--- config.mk ---
export PLATFORM = sky130hd
export DESIGN_NAME = vending_coin_front
export DESIGN_NICKNAME = d
export VERILOG_FILES = /design/src/rtl/vending_coin_front.sv
export SDC_FILE = /design/constraint.sdc
export NUM_CORES = 1
export LEC_CHECK = 0
export BUFFER_PORTS_ARGS = -buffer_cell sky130_fd_sc_hd__clkbuf_2
export CORE_MARGIN = 2
export CORE_UTILIZATION = 45
export CTS_CLUSTER_DIAMETER = 100
export CTS_CLUSTER_SIZE = 20
export DETAILED_ROUTE_END_ITERATION = 7
export HOLD_SLACK_MARGIN = 0.06
export PLACE_DENSITY = 0.67
export SYNTH_ARGS = -nofsm -noshare
export SYNTH_HDL_FRONTEND = slang
export SYNTH_SLANG_ARGS = --single-unit
--- constraint.sdc ---
create_clock -name clk -period 2.2 [get_ports clk]
set_input_delay 0.55 -clock clk [delete_from_list [all_inputs] [get_ports clk]]
set_output_delay 0.55 -clock clk [all_outputs]
set_load 0.01 [all_outputs]
--- src/rtl/vending_coin_front.sv ---
// Coin/selection front end for the vending core: gathers NTD_10 coins and an item,
// hands one request to the core, and refunds held coins on cancel or inactivity.
module vending_coin_front #(
    parameter int MAX_COINS = 3,
    parameter int TIMEOUT   = 16
) (
    input  logic       clk,
    input  logic       reset,
    input  logic       coin_valid,
    input  logic       select_valid,
    input  logic [1:0] select_item,
    input  logic       cancel,
    input  logic [1:0] service_state,
    output logic [1:0] coinInNTD_10,
    output logic [1:0] itemTypeIn,
    output logic       coin_reject,
    output logic       refund_valid,
    output logic [1:0] refund_count,
    output logic       busy
);

    localparam int TW = (TIMEOUT > 2) ? $clog2(TIMEOUT) : 1;
    localparam logic [1:0]    MAX_C      = 2'(MAX_COINS);
    localparam logic [TW-1:0] TIMER_LAST = TW'(TIMEOUT - 1);
    localparam logic [1:0]    SVC_ON     = 2'b01;
    localparam logic [1:0]    SVC_BUSY   = 2'b10;

    typedef enum logic [1:0] {
        IDLE    = 2'd0,
        COLLECT = 2'd1,
        ISSUE   = 2'd2,
        WAIT    = 2'd3
    } state_t;

    state_t        state_q, state_d;
    logic [1:0]    count_q, count_d;
    logic [1:0]    item_q, item_d;
    logic [TW-1:0] timer_q, timer_d;
    logic          seen_busy_q, seen_busy_d;
    logic [1:0]    coin_out_q, coin_out_d;
    logic [1:0]    item_out_q, item_out_d;
    logic          reject_q, reject_d;
    logic          refund_valid_q, refund_valid_d;
    logic [1:0]    refund_count_q, refund_count_d;
    logic          busy_q, busy_d;
    logic          room;

    assign room = (count_q < MAX_C);

    always_comb begin
        state_d        = state_q;
        count_d        = count_q;
        item_d         = item_q;
        timer_d        = timer_q;
        seen_busy_d    = seen_busy_q;
        coin_out_d     = coin_out_q;
        item_out_d     = item_out_q;
        busy_d         = busy_q;
        reject_d       = 1'b0;
        refund_valid_d = 1'b0;
        refund_count_d = 2'd0;

        unique case (state_q)
            IDLE: begin
                if (coin_valid) begin
                    count_d = 2'd1;
                    timer_d = '0;
                    state_d = COLLECT;
                end
            end
            COLLECT: begin
                if (cancel) begin
                    refund_valid_d = 1'b1;
                    refund_count_d = count_q + {1'b0, coin_valid && room};
                    reject_d       = coin_valid && !room;
                    count_d        = 2'd0;
                    timer_d        = '0;
                    state_d        = IDLE;
                end else if (select_valid && (select_item != 2'd0)) begin
                    if (coin_valid) begin
                        if (room) count_d = count_q + 2'd1;
                        else      reject_d = 1'b1;
                    end
                    item_d     = select_item;
                    coin_out_d = count_d;
                    item_out_d = select_item;
                    busy_d     = 1'b1;
                    timer_d    = '0;
                    state_d    = ISSUE;
                end else if (coin_valid && room) begin
                    count_d = count_q + 2'd1;
                    timer_d = '0;
                end else begin
                    // A coin refused at the limit does not restart the idle timer.
                    reject_d = coin_valid;
                    if (timer_q == TIMER_LAST) begin
                        refund_valid_d = 1'b1;
                        refund_count_d = count_q;
                        count_d        = 2'd0;
                        timer_d        = '0;
                        state_d        = IDLE;
                    end else begin
                        timer_d = timer_q + 1'b1;
                    end
                end
            end
            ISSUE: begin
                reject_d = coin_valid;
                if (service_state == SVC_ON) begin
                    coin_out_d  = 2'd0;
                    item_out_d  = 2'd0;
                    seen_busy_d = 1'b0;
                    state_d     = WAIT;
                end
            end
            WAIT: begin
                reject_d = coin_valid;
                if (service_state == SVC_BUSY) seen_busy_d = 1'b1;
                if (seen_busy_q && (service_state == SVC_ON)) begin
                    count_d     = 2'd0;
                    item_d      = 2'd0;
                    busy_d      = 1'b0;
                    seen_busy_d = 1'b0;
                    state_d     = IDLE;
                end
            end
            default: state_d = IDLE;
        endcase
    end

    always_ff @(posedge clk or negedge reset) begin
        if (!reset) begin
            state_q        <= IDLE;
            count_q        <= 2'd0;
            item_q         <= 2'd0;
            timer_q        <= '0;
            seen_busy_q    <= 1'b0;
            coin_out_q     <= 2'd0;
            item_out_q     <= 2'd0;
            reject_q       <= 1'b0;
            refund_valid_q <= 1'b0;
            refund_count_q <= 2'd0;
            busy_q         <= 1'b0;
        end else begin
            state_q        <= state_d;
            count_q        <= count_d;
            item_q         <= item_d;
            timer_q        <= timer_d;
            seen_busy_q    <= seen_busy_d;
            coin_out_q     <= coin_out_d;
            item_out_q     <= item_out_d;
            reject_q       <= reject_d;
            refund_valid_q <= refund_valid_d;
            refund_count_q <= refund_count_d;
            busy_q         <= busy_d;
        end
    end

    assign coinInNTD_10 = coin_out_q;
    assign itemTypeIn   = item_out_q;
    assign coin_reject  = reject_q;
    assign refund_valid = refund_valid_q;
    assign refund_count = refund_count_q;
    assign busy         = busy_q;

endmodule

# Word level (Yosys, flattened, before mapping)
# Cells that the tools add are included.
classes:
  addsub: 3
  order_cmp: 1
  eq_ne: 15
  n_mux: 51
  n_reduce_logical: 19
ops:
  columns: ["cell", "n"]
  rows:
  - ["$mux 2", 22]
  - ["$mux 4", 5]
  - ["$mux 1", 16]
  - ["$reduce_and 4->1", 3]
  - ["$ne 2x2->1 const B", 5]
  - ["$reduce_bool 2->1", 5]
  - ["$ne 4x4->1 const B", 2]
  - ["$pmux 2 s2", 2]
  - ["$pmux 2 s4", 1]
  - ["$pmux 4 s2", 1]
  - ["$eq 2x2->1 const B", 3]
  - ["$pmux 1 s2", 3]
  - ["$pmux 2 s3", 1]
  - ["$ne 5x5->1 const B", 1]
  - ["$reduce_and 5->1", 1]
  - ["$add 4x1->4 const B", 1]
  - ["$eq 2x1->1 const B", 2]
  - ["$eq 4x4->1 const B", 1]
  - ["$logic_and 1x1->1", 4]
  - ["$ne 3x3->1 const B", 1]
  - ["$reduce_and 3->1", 1]
  - ["$reduce_bool 3->1", 1]
  - ["$add 2x1->2", 1]
  - ["$add 2x1->2 const B", 1]
  - ["other kinds (5)", 5]
word_totals:
  reg_bits: 18
  inputBits: 9
  output_inout_bits: 9
  elab_cells: 99

# Logic depth before layout (Yosys ltp)
# Gate-level depths: netlist of the first run.
logic_depth:
  word_depth: 6
  depth_mapped: 7
  mapped_depth_nobuf: 6

# Worst setup path before layout of the first run
# No wires, ideal clock.
synth_path:
  path_type: "reg-to-reg"
  startpoint: "register (tool-made name)"
  endpoint: "register count_q[0]"
  setup_ns: 0.125
  arrival_ns: 1.784
  path_slack_ns: 0.291
  stages_incl_launch_ff: 8
  period_less_slack_ns: 1.909
  path_cell_list: "dfrtp_1 -> inv_1 -> ha_1 -> buf_2 -> nand2b_1 -> or3_4 -> o221ai_1 -> mux2_2"
synth_rtl:
  columns: ["item", "line_no", "source"]
  rows:
  - ["to (signal assigned)", "146", "count_q <= count_d;"]
  - ["to (decl)", "36", "logic [1:0] count_q, count_d;"]

==> out/metrics.yaml, run 1 <==
floorplan:
  die_area_mm2: 0.00289
  io_pins: 18
  fp.dieH_um: 53.7
  start_util_pct: 46.2
  core-area_mm2: 0.00241
  fp.dieW_um: 53.7
  rows: 18
detailed_routing:
  dr_total_vias: 910
  avgViaCountPerCell: 5.72
  drt_first_pass_iters: 4
  wire_per_inst_um: 14.6
  drt_iter0_markers: 11
  ant_nets: 0
  drcViolationCount: 0
  routed_wl_mm: 2.31
timing:
  maxSlewViolCount: 0
  relSlewSlack_pct: 54.9
  period_needed_ps: 1960
  final.period_utilization_pct: 89.2
  hold_viol_final: 0
  setup_tns_ps: 0
  fmax_mhz: 510
  setup_viol: 0
  rsz0062_at_grt: "no"
  finClkSkew_ps: 7.55
  tightest_slew_ps: 660
pwr:
  p_leak_nw: 0.600
  finalPower_mw: 1.46
  ir_drop_mv: 0.559
  power.density_mw_per_mm2: 1150
finish:
  final_core_util_pct: 52.6
  final_nets: 149
  antenna_cells: 0
  syn2layout_area_growth_pct: 13.8
  drive_above_1_share_pct: 22.5
yosys:
  synth_most_common_cell: "dfrtp_1"
  synth_seq_cells: 18
  synth_cell_types: 40
  synth_edf_count: 0
  synth_flop_cell: "dfrtp_1"
  yosys.area.top_type: "dfrtp_1"
  yosys.area.top_type_share_pct: 40.4
  synth_area_leaders: "dfrtp_1 40%, ha_1 11%, mux2i_1 5.4%, nand2_1 3.4%, o21ai_0 3.1%"
  syn-cell-area_mm2: 0.00111
  yosysWarnings: 0
  netlist_instances: 109
  seq_area_frac_synth_pct: 40.4
  yosys-top-cells-count: "18 x dfrtp_1, 10 x ha_1, 10 x nand2_1"
  syn_nets: 128
  async_flop_share_pct: 100
  avgSynthCellArea_um2: 10.2
global_route:
  grt_pass1_wl_mm: 3.93
  grt_overflow_total: 0
  grt_use_total_pct: 18.9
  antenna_found_initial: 0
  grt_start_max_net_pins: 19
  grt_pass1_vias: 833
worst_setup_path:
  ff2ff_setup_slack_ps: 240
  worst_setup_path_start_kind: "flop"
  worstPathMaxFanout: 6
  end_kind: "flop"
  worst_ep_arrival_time_ps: 2150
  reg2reg_depth: 6
  crit_type: "flop to flop"
  r2r-end: "count_q[0]$_DFFE_PN0P_"
  required_ps: 2390
cts:
  cts_buffer_depth: 2
  cts_setup_buffers: 0
  ctsResizeCount: 0
  path_clk_slew_ps: 110
  cts_sinks: 18
  cts_inserted_buffers: 3
  clockRootBuffer: "clkbuf_4"
  cts_hold_buf: 0
  cts_tree: "yes"
  clk_latency_ps: 290
  htreeDepth: 1
place:
  portBuffers: 17
  gp_congestion: 0.886
  dp_hpwl_mm: 1.78
job:
  drv_cap: 0
run_status:
  status: "finished clean"
min_path:
  hold_path.class: "input port to async pin"
critical path, stage by stage (launching register included):
cell and delay [ps]:
dfrtp_1 410, inv_1 130, ha_1 200, nand2b_1 110, or3_4 370, o221ai_1 270
mux2_2 370
logic make-up after synthesis:
| group | count (synthesis) | share of synthesized area (%) |
|---|---|---|
| mux | 7 | 6.40 |
| buf+inv | 9 | 3.82 |
| xor+xnor | 1 | 0.787 |
| compound gates | 31 | 19.4 |
| simple gates | 33 | 17.9 |
| flops | 18 | 40.4 |
| fa+ha+maj | 10 | 11.2 |
layout by cell type, fill, tap and decap left out, types with 2 or more instances in the layout:
cell       Yosys  layout
a21o_1         2       2
mux2i_1        6       6
nand2b_1       4       4
a21oi_1        4       4
nand2_1       10      10
nor2_1         2       2
o2bb2ai_1      3       3
nand4_1        2       2
clkbuf_4       0       3
ha_1          10      10
a31oi_1        2       2
o21a_1         3       3
nand3_1        2       2
o211ai_1       2       2
dfrtp_1       18      18
nor2b_1        2       2
o21ai_0        7       7
nand3b_1       2       2
buf_4          0       2
clkbuf_2       0      17
inv_1          6       6
power breakdown:
part / switching, mW / internal, mW
combinational: 0.420 / 0.338
clock: 0.105 / 0.101
sequential: 0.0700 / 0.427
total: 0.594 / 0.866
area by class of cell:
| type | instances | area (um^2) |
|---|---|---|
| well taps | 30 | 37.5 |
| multi-input cells | 82 | 621 |
| inverters | 6 | 22.5 |
| fillers | 225 | 1140 |
| repair buffers | 19 | 100 |
| flip-flops and latches | 18 | 450 |
| clock buffers | 4 | 36.3 |
per-stage QoR:
| stage | hold slack, ps | instances | cell area (um^2) | worst slack, ps |
|---|---|---|---|---|
| CTS | 195 | 159 | 1270 | 242 |
| finish | 173 | 159 | 1270 | 238 |
| detailed placement | 493 | 155 | 1230 | 136 |
| global route | 209 | 159 | 1270 | 106 |
| floorplan | 254 | 109 | 1110 | 291 |
| global placement | 488 | 155 | 1230 | 184 |
per-layer routing:
metal	global-route usage (%)	part of all wire, %
met3	2.50	3.5
met5	0	0
met1	24.5	45
met4	6.41	0.99
met2	32.3	50
worst max path at each step:
stage	startpoint	slack, ps	endpoint	cells after the start
2_1_floorplan	flop	290	count_q[0]$_DFFE_PN0P_	7
3_3_place_gp	select_item[1]	180	count_q[0]$_DFFE_PN0P_	5
6_report	flop	240	count_q[0]$_DFFE_PN0P_	6
3_5_place_dp	select_item[1]	140	count_q[0]$_DFFE_PN0P_	5
5_1_grt	state_q[0]$_DFFE_PN0P_	110	count_q[0]$_DFFE_PN0P_	6
4_1_cts	flop	240	count_q[0]$_DFFE_PN0P_	6
flip-flops by register name (all words and copies together), names as in the netlist, named ones only:
name and count:
itemTypeIn 2, coinInNTD_10 2, refund_valid 1, refund_count 2
timer_q 4, busy 1, count_q 2, coin_reject 1
state_q 1, seen_busy_q 1
Power figures use the tool's default switching activity.
==> run 2: changes to the inputs <==
--- a/config.mk
+++ b/config.mk
@@ -6,10 +6,10 @@
 export NUM_CORES = 1
 export LEC_CHECK = 0
 export BUFFER_PORTS_ARGS = -buffer_cell sky130_fd_sc_hd__clkbuf_2
-export CORE_MARGIN = 2
+export CORE_MARGIN = 1.5
 export CORE_UTILIZATION = 45
 export CTS_CLUSTER_DIAMETER = 100
-export CTS_CLUSTER_SIZE = 20
+export CTS_CLUSTER_SIZE = 12
 export DETAILED_ROUTE_END_ITERATION = 7
 export HOLD_SLACK_MARGIN = 0.06
 export PLACE_DENSITY = 0.67
==> run 2 against run 1 <==
Fmax about the same. Sequential power about the same. Combinational power about the same. Clock skew down 1.2 ps. Die area down 3.7%.
==> out/metrics.yaml, run 2 (same netlist as run 1, synthesis figures left out) <==
place:
  preCtsSetupSlack_ps: 145  # +8.93 ps
  portBuffers: 17  # unchanged
  dp_hpwl_mm: 1.72  # -3.4%
  gp_congestion: 0.961  # +8.5%
pwr:
  ir_drop_mv: 0.614  # +10%
  p_leak_nw: 0.605  # +0.77%
  switching_share_pct: 40.6  # -0.067 points
  seqPwrFrac_pct: 34.1  # about the same
  power.internal_uw: 867  # +0.20%
  power.density_mw_per_mm2: 1150  # -0.31%
  net-switching-power_uw: 594  # about the same
  finalPower_mw: 1.46  # about the same
  p_clk_share_pct: 14.0  # about the same
  combPwrFrac_pct: 51.9  # about the same
cts:
  cts_setup_buffers: 0  # unchanged
  clockRootBuffer: "clkbuf_4"
  cts_tree: "yes"
  clk_latency_ps: 300  # about the same
  ctsResizeCount: 0  # unchanged
  cts_sinks: 18  # unchanged
  htreeDepth: 1  # unchanged
  cts_buffer_depth: 2  # unchanged
  cts_hold_buf: 0  # unchanged
  path_clk_slew_ps: 100  # about the same
  cts_inserted_buffers: 3  # unchanged
floorplan:
  core-area_mm2: 0.00228  # -5.6%
  die_area_mm2: 0.00278  # -3.7%
  fp.dieW_um: 52.7  # -1.9%
  io_pins: 18  # unchanged
  rows: 17  # -1
  start_util_pct: 48.9  # +2.7 points
  fp.dieH_um: 52.7  # -1.9%
detailed_routing:
  ant_nets: 0  # unchanged
  drt_first_pass_iters: 4  # unchanged
  drt_iter0_markers: 23  # +12
  routed_wl_mm: 2.27  # -2.1%
  dr_total_vias: 900  # -1.1%
  avgViaCountPerCell: 5.70  # -0.47%
  wire_per_inst_um: 14.3  # -1.5%
  drcViolationCount: 0  # unchanged
timing:
  rsz0062_at_grt: "no"
  hold_ws_ps: 179  # +6.16 ps
  maxSlewViolCount: 0  # unchanged
  hold_viol_final: 0  # unchanged
  fmax_mhz: 510  # about the same
  setup_viol: 0  # unchanged
  fin_ws_ps: 240  # +1.43 ps
  finClkSkew_ps: 6.31  # -1.24 ps
  final.period_utilization_pct: 89.1  # about the same
  relSlewSlack_pct: 56.8  # +1.9 points
  tightest_slew_ps: 632  # -28.0 ps
  period_needed_ps: 1960  # -1.43 ps
  setup_tns_ps: 0  # unchanged
worst_setup_path:
  worst_ep_arrival_time_ps: 2180  # +30 ps
  required_ps: 2420  # +30 ps
  crit_type: "flop to flop"
  end_kind: "flop"
  worstPathMaxFanout: 8  # +2
  worst_setup_path_start_kind: "flop"
finish:
  multi_input_area_um2: 621  # unchanged
  final_nets: 150  # +0.67%
  mostFrequentLayoutCells: "18 x dfrtp_1, 17 x clkbuf_2, 10 x nand2_1, 10 x ha_1, 7 x o21ai_0"
  drive_above_1_share_pct: 23.1  # +0.60 points
  syn2layout_area_growth_pct: 14.3
  antenna_cells: 0  # unchanged
  largest_reg_flops: 4  # unchanged
  largest_register: "timer_q"
  final_common_cell: "dfrtp_1"
  seq_area_um2: 450  # unchanged
  n_fill_cell: 216  # -4.0%
run_status:
  status: "finished clean"
global_route:
  antenna_found_initial: 0  # unchanged
  grt_overflow_total: 0  # unchanged
  grt_pass1_vias: 881  # +5.8%
  grt_pass1_wl_mm: 3.93  # unchanged
  grt_use_total_pct: 19.6  # +0.64 points
  grt_start_max_net_pins: 19  # unchanged
job:
  drv_cap: 0  # unchanged
min_path:
  hold_path.class: "input port to async pin"
[run 2: changes by cell type in the layout (fill, tap and decap cells not counted), sizes merged]
cell / before / now
buf: 2 / 3
[run 2: layer usage]
metal | global-route usage [%] | part of all wire, % | up-vias
li1 | - | - | 439
met1 | 26.1 | 48 | 436
met2 | 31.9 | 48 | 21
met3 | 2.57 | 3.4 | 4
met4 | 7.69 | 1.1 | 0
met5 | 0 | 0 | -
[run 2: path summary, 6_finish.rpt]
kind                                             start                           to  slack (ps)  cells past startpoint
min reg2reg                coinInNTD_10[0]$_DFFE_PN0P_  coinInNTD_10[0]$_DFFE_PN0P_         520                      1
min in group clk           coinInNTD_10[0]$_DFFE_PN0P_  coinInNTD_10[0]$_DFFE_PN0P_         520                      1
max reg2reg                                       flop                         flop         240                      7
max                                               flop                         flop         240                      7
min                                              reset    refund_count[0]$_DFF_PN0_         180                      1
max in group asynchronous                        reset       timer_q[2]$_DFFE_PN0P_        1700                      1
[run 2: final cells by class]
type	count	share of cell area [%]
Tap cell	28	2.75
Sequential cell	18	35.4
Inverter	6	1.77
Timing Repair Buffer	20	8.46
Multi-Input combinational cell	82	48.8
Clock buffer	4	2.85
[run 2: power groups by stage]
stage	Sequential, mW	Clock (mW)	Combinational [mW]
6_report	0.499	0.204	0.758
5_1_grt	0.514	0.227	0.870
4_1_cts	0.499	0.211	0.761
3_5_place_dp	0.505	0	0.756
3_3_place_gp	0.501	0	0.740
2_1_floorplan	0.523	0	0.515
[run 2: worst max-delay path, cell delays in order, from the launching register on]
cell      delay [ps]
dfrtp_1          420
inv_1            130
ha_1             180
buf_4            150
nor2b_1          360
o211ai_1         240
nand4_1          180
mux2i_1          220
[run 2: stage by stage]
step | utilization (%) | area (um^2) | cells
2_1_floorplan | - | 1110 | 109
3_3_place_gp | 54.3 | 1240 | 154
3_5_place_dp | 54.3 | 1240 | 154
4_1_cts | 55.9 | 1270 | 158
5_1_grt | 55.9 | 1270 | 158
6_report | 55.9 | 1270 | 158
==> run 3: changes to the inputs <==
--- a/config.mk
+++ b/config.mk
@@ -5,6 +5,7 @@
 export SDC_FILE = /design/constraint.sdc
 export NUM_CORES = 1
 export LEC_CHECK = 0
+export ABC_AREA = 1
 export BUFFER_PORTS_ARGS = -buffer_cell sky130_fd_sc_hd__clkbuf_2
 export CORE_MARGIN = 1.5
 export CORE_UTILIZATION = 45
==> run 3 against run 2 <==
Routed wire length is 5.5% higher. Power is 4.1% higher. Critical path depth grew 2. Final cell count increased by 22%. Global-route usage rose by 0.78 points. Flip-flop and latch count unchanged. Setup slack improved by 220 ps. Cell area grew 0.49%. Clock skew up 8.4 ps. Area after synthesis rose by 0.79%. Critical path type unchanged.
==> out/metrics.yaml, run 3 <==
floorplan:
  fp.dieW_um: 52.9  # +0.37%
  fp.dieH_um: 52.9  # +0.37%
  io_pins: 18  # unchanged
  start_util_pct: 49.3  # +0.38 points
  die_area_mm2: 0.00280  # +0.74%
  core-area_mm2: 0.00228  # unchanged
  rows: 17  # unchanged
worst_setup_path:
  reg2reg_depth: 9  # +2
  crit_type: "flop to flop"
  required_ps: 2370  # -50 ps
  worst_ep_arrival_time_ps: 1910  # -270 ps
  worstPathMaxFanout: 7  # -1
  end_kind: "flop"
  worst_setup_path_start_kind: "flop"
timing:
  fmax_mhz: 575  # +13%
  setup_viol: 0  # unchanged
  hold_viol_final: 0  # unchanged
  final.period_utilization_pct: 79.1  # -10 points
  relSlewSlack_pct: 52.1  # -4.7 points
  maxSlewViolCount: 0  # unchanged
  rsz0062_at_grt: "no"
  tightest_slew_ps: 711  # +79.3 ps
  period_needed_ps: 1740  # -220 ps
  setup_tns_ps: 0  # unchanged
  finClkSkew_ps: 14.7  # +8.43 ps
finish:
  final_common_cell: "nand2_1"
  drive_above_1_share_pct: 19.4  # -3.7 points
  largest_reg_flops: 4  # unchanged
  mostFrequentLayoutCells: "42 x nand2_1, 18 x dfrtp_1, 17 x inv_1, 17 x clkbuf_2, 11 x nor2_1"
  syn2layout_area_growth_pct: 13.9
  largest_register: "timer_q"
  antenna_cells: 0  # unchanged
  postLayoutCellArea_mm2: 0.00128  # +0.49%
  final_nets: 185  # +23%
  n_fill_cell: 220  # +1.9%
yosys:
  synth_flop_cell: "dfrtp_1"
  synth_edf_count: 0  # unchanged
  synth_seq_cells: 18  # unchanged
  synth-simple-area-share_pct: 30.7  # +13 points
  yosys.area.top_type_share_pct: 40.1  # -0.32 points
  synth_area_leaders: "dfrtp_1 40%, nand2_1 14%, ha_1 11%, inv_1 5.7%, nand3_1 4.0%"
  synthMuxAreaShare_pct: 0  # -6.4 points
  synthAdderAreaFrac_pct: 11.1  # -0.088 points
  yosysWarnings: 0  # unchanged
  syn-cell-area_mm2: 0.00112  # +0.79%
  netlist_instances: 144  # +32%
  synth_top_family_by_area: "simple AND/OR/NAND/NOR gates"
  synth_most_common_cell: "nand2_1"
  seq_area_frac_synth_pct: 40.1  # -0.32 points
  synth-compound-area-share_pct: 10.1  # -9.3 points
  yosys-top-cells-count: "42 x nand2_1, 18 x dfrtp_1, 17 x inv_1"
  avgSynthCellArea_um2: 7.79  # -24%
  synth_cell_types: 22  # -45%
  synthXorXnorAreaFrac_pct: 1.56  # +0.77 points
  yosys.area.top_type: "dfrtp_1"
  async_flop_share_pct: 100  # unchanged
  syn_nets: 163  # +27%
place:
  place_area_mm2: 0.00124  # +0.51%
  dp_hpwl_mm: 1.89  # +9.9%
  portBuffers: 17  # unchanged
  gp_congestion: 0.872  # -9.2%
cts:
  cts_sinks: 18  # unchanged
  cts_tree: "yes"
  clk_latency_ps: 310  # about the same
  cts_buffer_depth: 2  # unchanged
  ctsResizeCount: 0  # unchanged
  cts_inserted_buffers: 3  # unchanged
  clockRootBuffer: "clkbuf_4"
  cts_setup_buffers: 0  # unchanged
  path_clk_slew_ps: 120  # +20 ps
  cts_hold_buf: 0  # unchanged
  htreeDepth: 1  # unchanged
pwr:
  p_clk_share_pct: 14.1  # about the same
  ir_drop_mv: 0.767  # +25%
  switching_share_pct: 45.8  # +5.2 points
  power.internal_uw: 824  # -5.0%
  net-switching-power_uw: 697  # +17%
  p_leak_nw: 0.689  # +14%
  power.density_mw_per_mm2: 1190  # +3.6%
  combPwrFrac_pct: 50.6  # -1.3 points
  seqPwrFrac_pct: 35.3  # +1.2 points
detailed_routing:
  wire_per_inst_um: 12.4  # -14%
  routed_wl_mm: 2.39  # +5.5%
  avgViaCountPerCell: 5.12  # -10%
  drt_first_pass_iters: 4  # unchanged
  ant_nets: 0  # unchanged
  drt_iter0_markers: 42  # +83%
  drcViolationCount: 0  # unchanged
  dr_total_vias: 988  # +9.8%
global_route:
  antenna_found_initial: 0  # unchanged
  grt_pass1_wl_mm: 4.13  # +5.1%
  grt_use_total_pct: 20.3  # +0.78 points
  grt_overflow_total: 0  # unchanged
  grt_start_max_net_pins: 19  # unchanged
  grt_pass1_vias: 932  # +5.8%
min_path:
  hold_path.class: "input port to async pin"
run_status:
  status: "finished clean"
job:
  drv_cap: 0  # unchanged
-- run 3: cell families after synthesis --
group / Yosys count
flip-flops: 18
XOR/XNOR: 2
AO/OA/AOI/OAI: 20
buffers and inverters: 19
adder cells (fa/ha/maj): 10
AND/OR/NAND/NOR: 75
-- run 3: final cells by class --
cell class / instances / area, um^2 / share of cell area (%)
Multi-Input combinational cell: 107 / 601 / 47.0
Tap cell: 28 / 35.0 / 2.74
Inverter: 19 / 71.3 / 5.58
Clock buffer: 4 / 36.3 / 2.84
Sequential cell: 18 / 450 / 35.2
Timing Repair Buffer: 17 / 85.1 / 6.65
-- run 3: worst paths after layout --
kind | startpoint | endpoint | slack, ps
setup / recovery | flop | coinInNTD_10[0]$_DFFE_PN0P_ | 460
max in group asynchronous | reset | refund_count[0]$_DFF_PN0_ | 1700
hold reg to reg | itemTypeIn[0]$_DFFE_PN0P_ | itemTypeIn[0]$_DFFE_PN0P_ | 480
setup reg to reg | flop | coinInNTD_10[0]$_DFFE_PN0P_ | 460
min in group clk | itemTypeIn[0]$_DFFE_PN0P_ | itemTypeIn[0]$_DFFE_PN0P_ | 480
hold / removal | reset | itemTypeIn[0]$_DFFE_PN0P_ | 160
-- run 3: power by group through the flow --
stage	sequential (mW)	combinational [mW]	clock (mW)
after floorplan	0.557	0.521	0
after global placement	0.539	0.752	0
after detailed placement	0.545	0.763	0
after CTS	0.538	0.767	0.218
after global routing	0.556	0.889	0.233
final	0.537	0.770	0.215
-- run 3: critical path, stage by stage, from the launching register on --
cell     delay (ps)
dfrtp_1         430
inv_1           120
ha_1            290
inv_2           110
nor2_4          130
inv_2            60
nor2_4          180
o21ai_2         100
nand2_1          90
o21ai_0          90
-- run 3: layer usage --
metal / global-route usage [%] / vias to the layer above / wire [um]
li1: - / 510 / -
met1: 26.8 / 441 / 1170
met2: 34.4 / 33 / 1090
met3: 2.54 / 4 / 111
met4: 6.41 / 0 / 21
met5: 0 / - / 0
-- run 3: through the flow --
stage / utilization, % / total power, mW / instances / hold slack [ps] / setup slack, ps
after floorplan: - / 1.08 / 144 / 254 / 725
after global placement: 54.6 / 1.29 / 189 / 458 / 482
after detailed placement: 54.6 / 1.31 / 189 / 459 / 479
after CTS: 56.2 / 1.52 / 193 / 177 / 476
after global routing: 56.2 / 1.68 / 193 / 200 / 327
final: 56.2 / 1.52 / 193 / 163 / 460
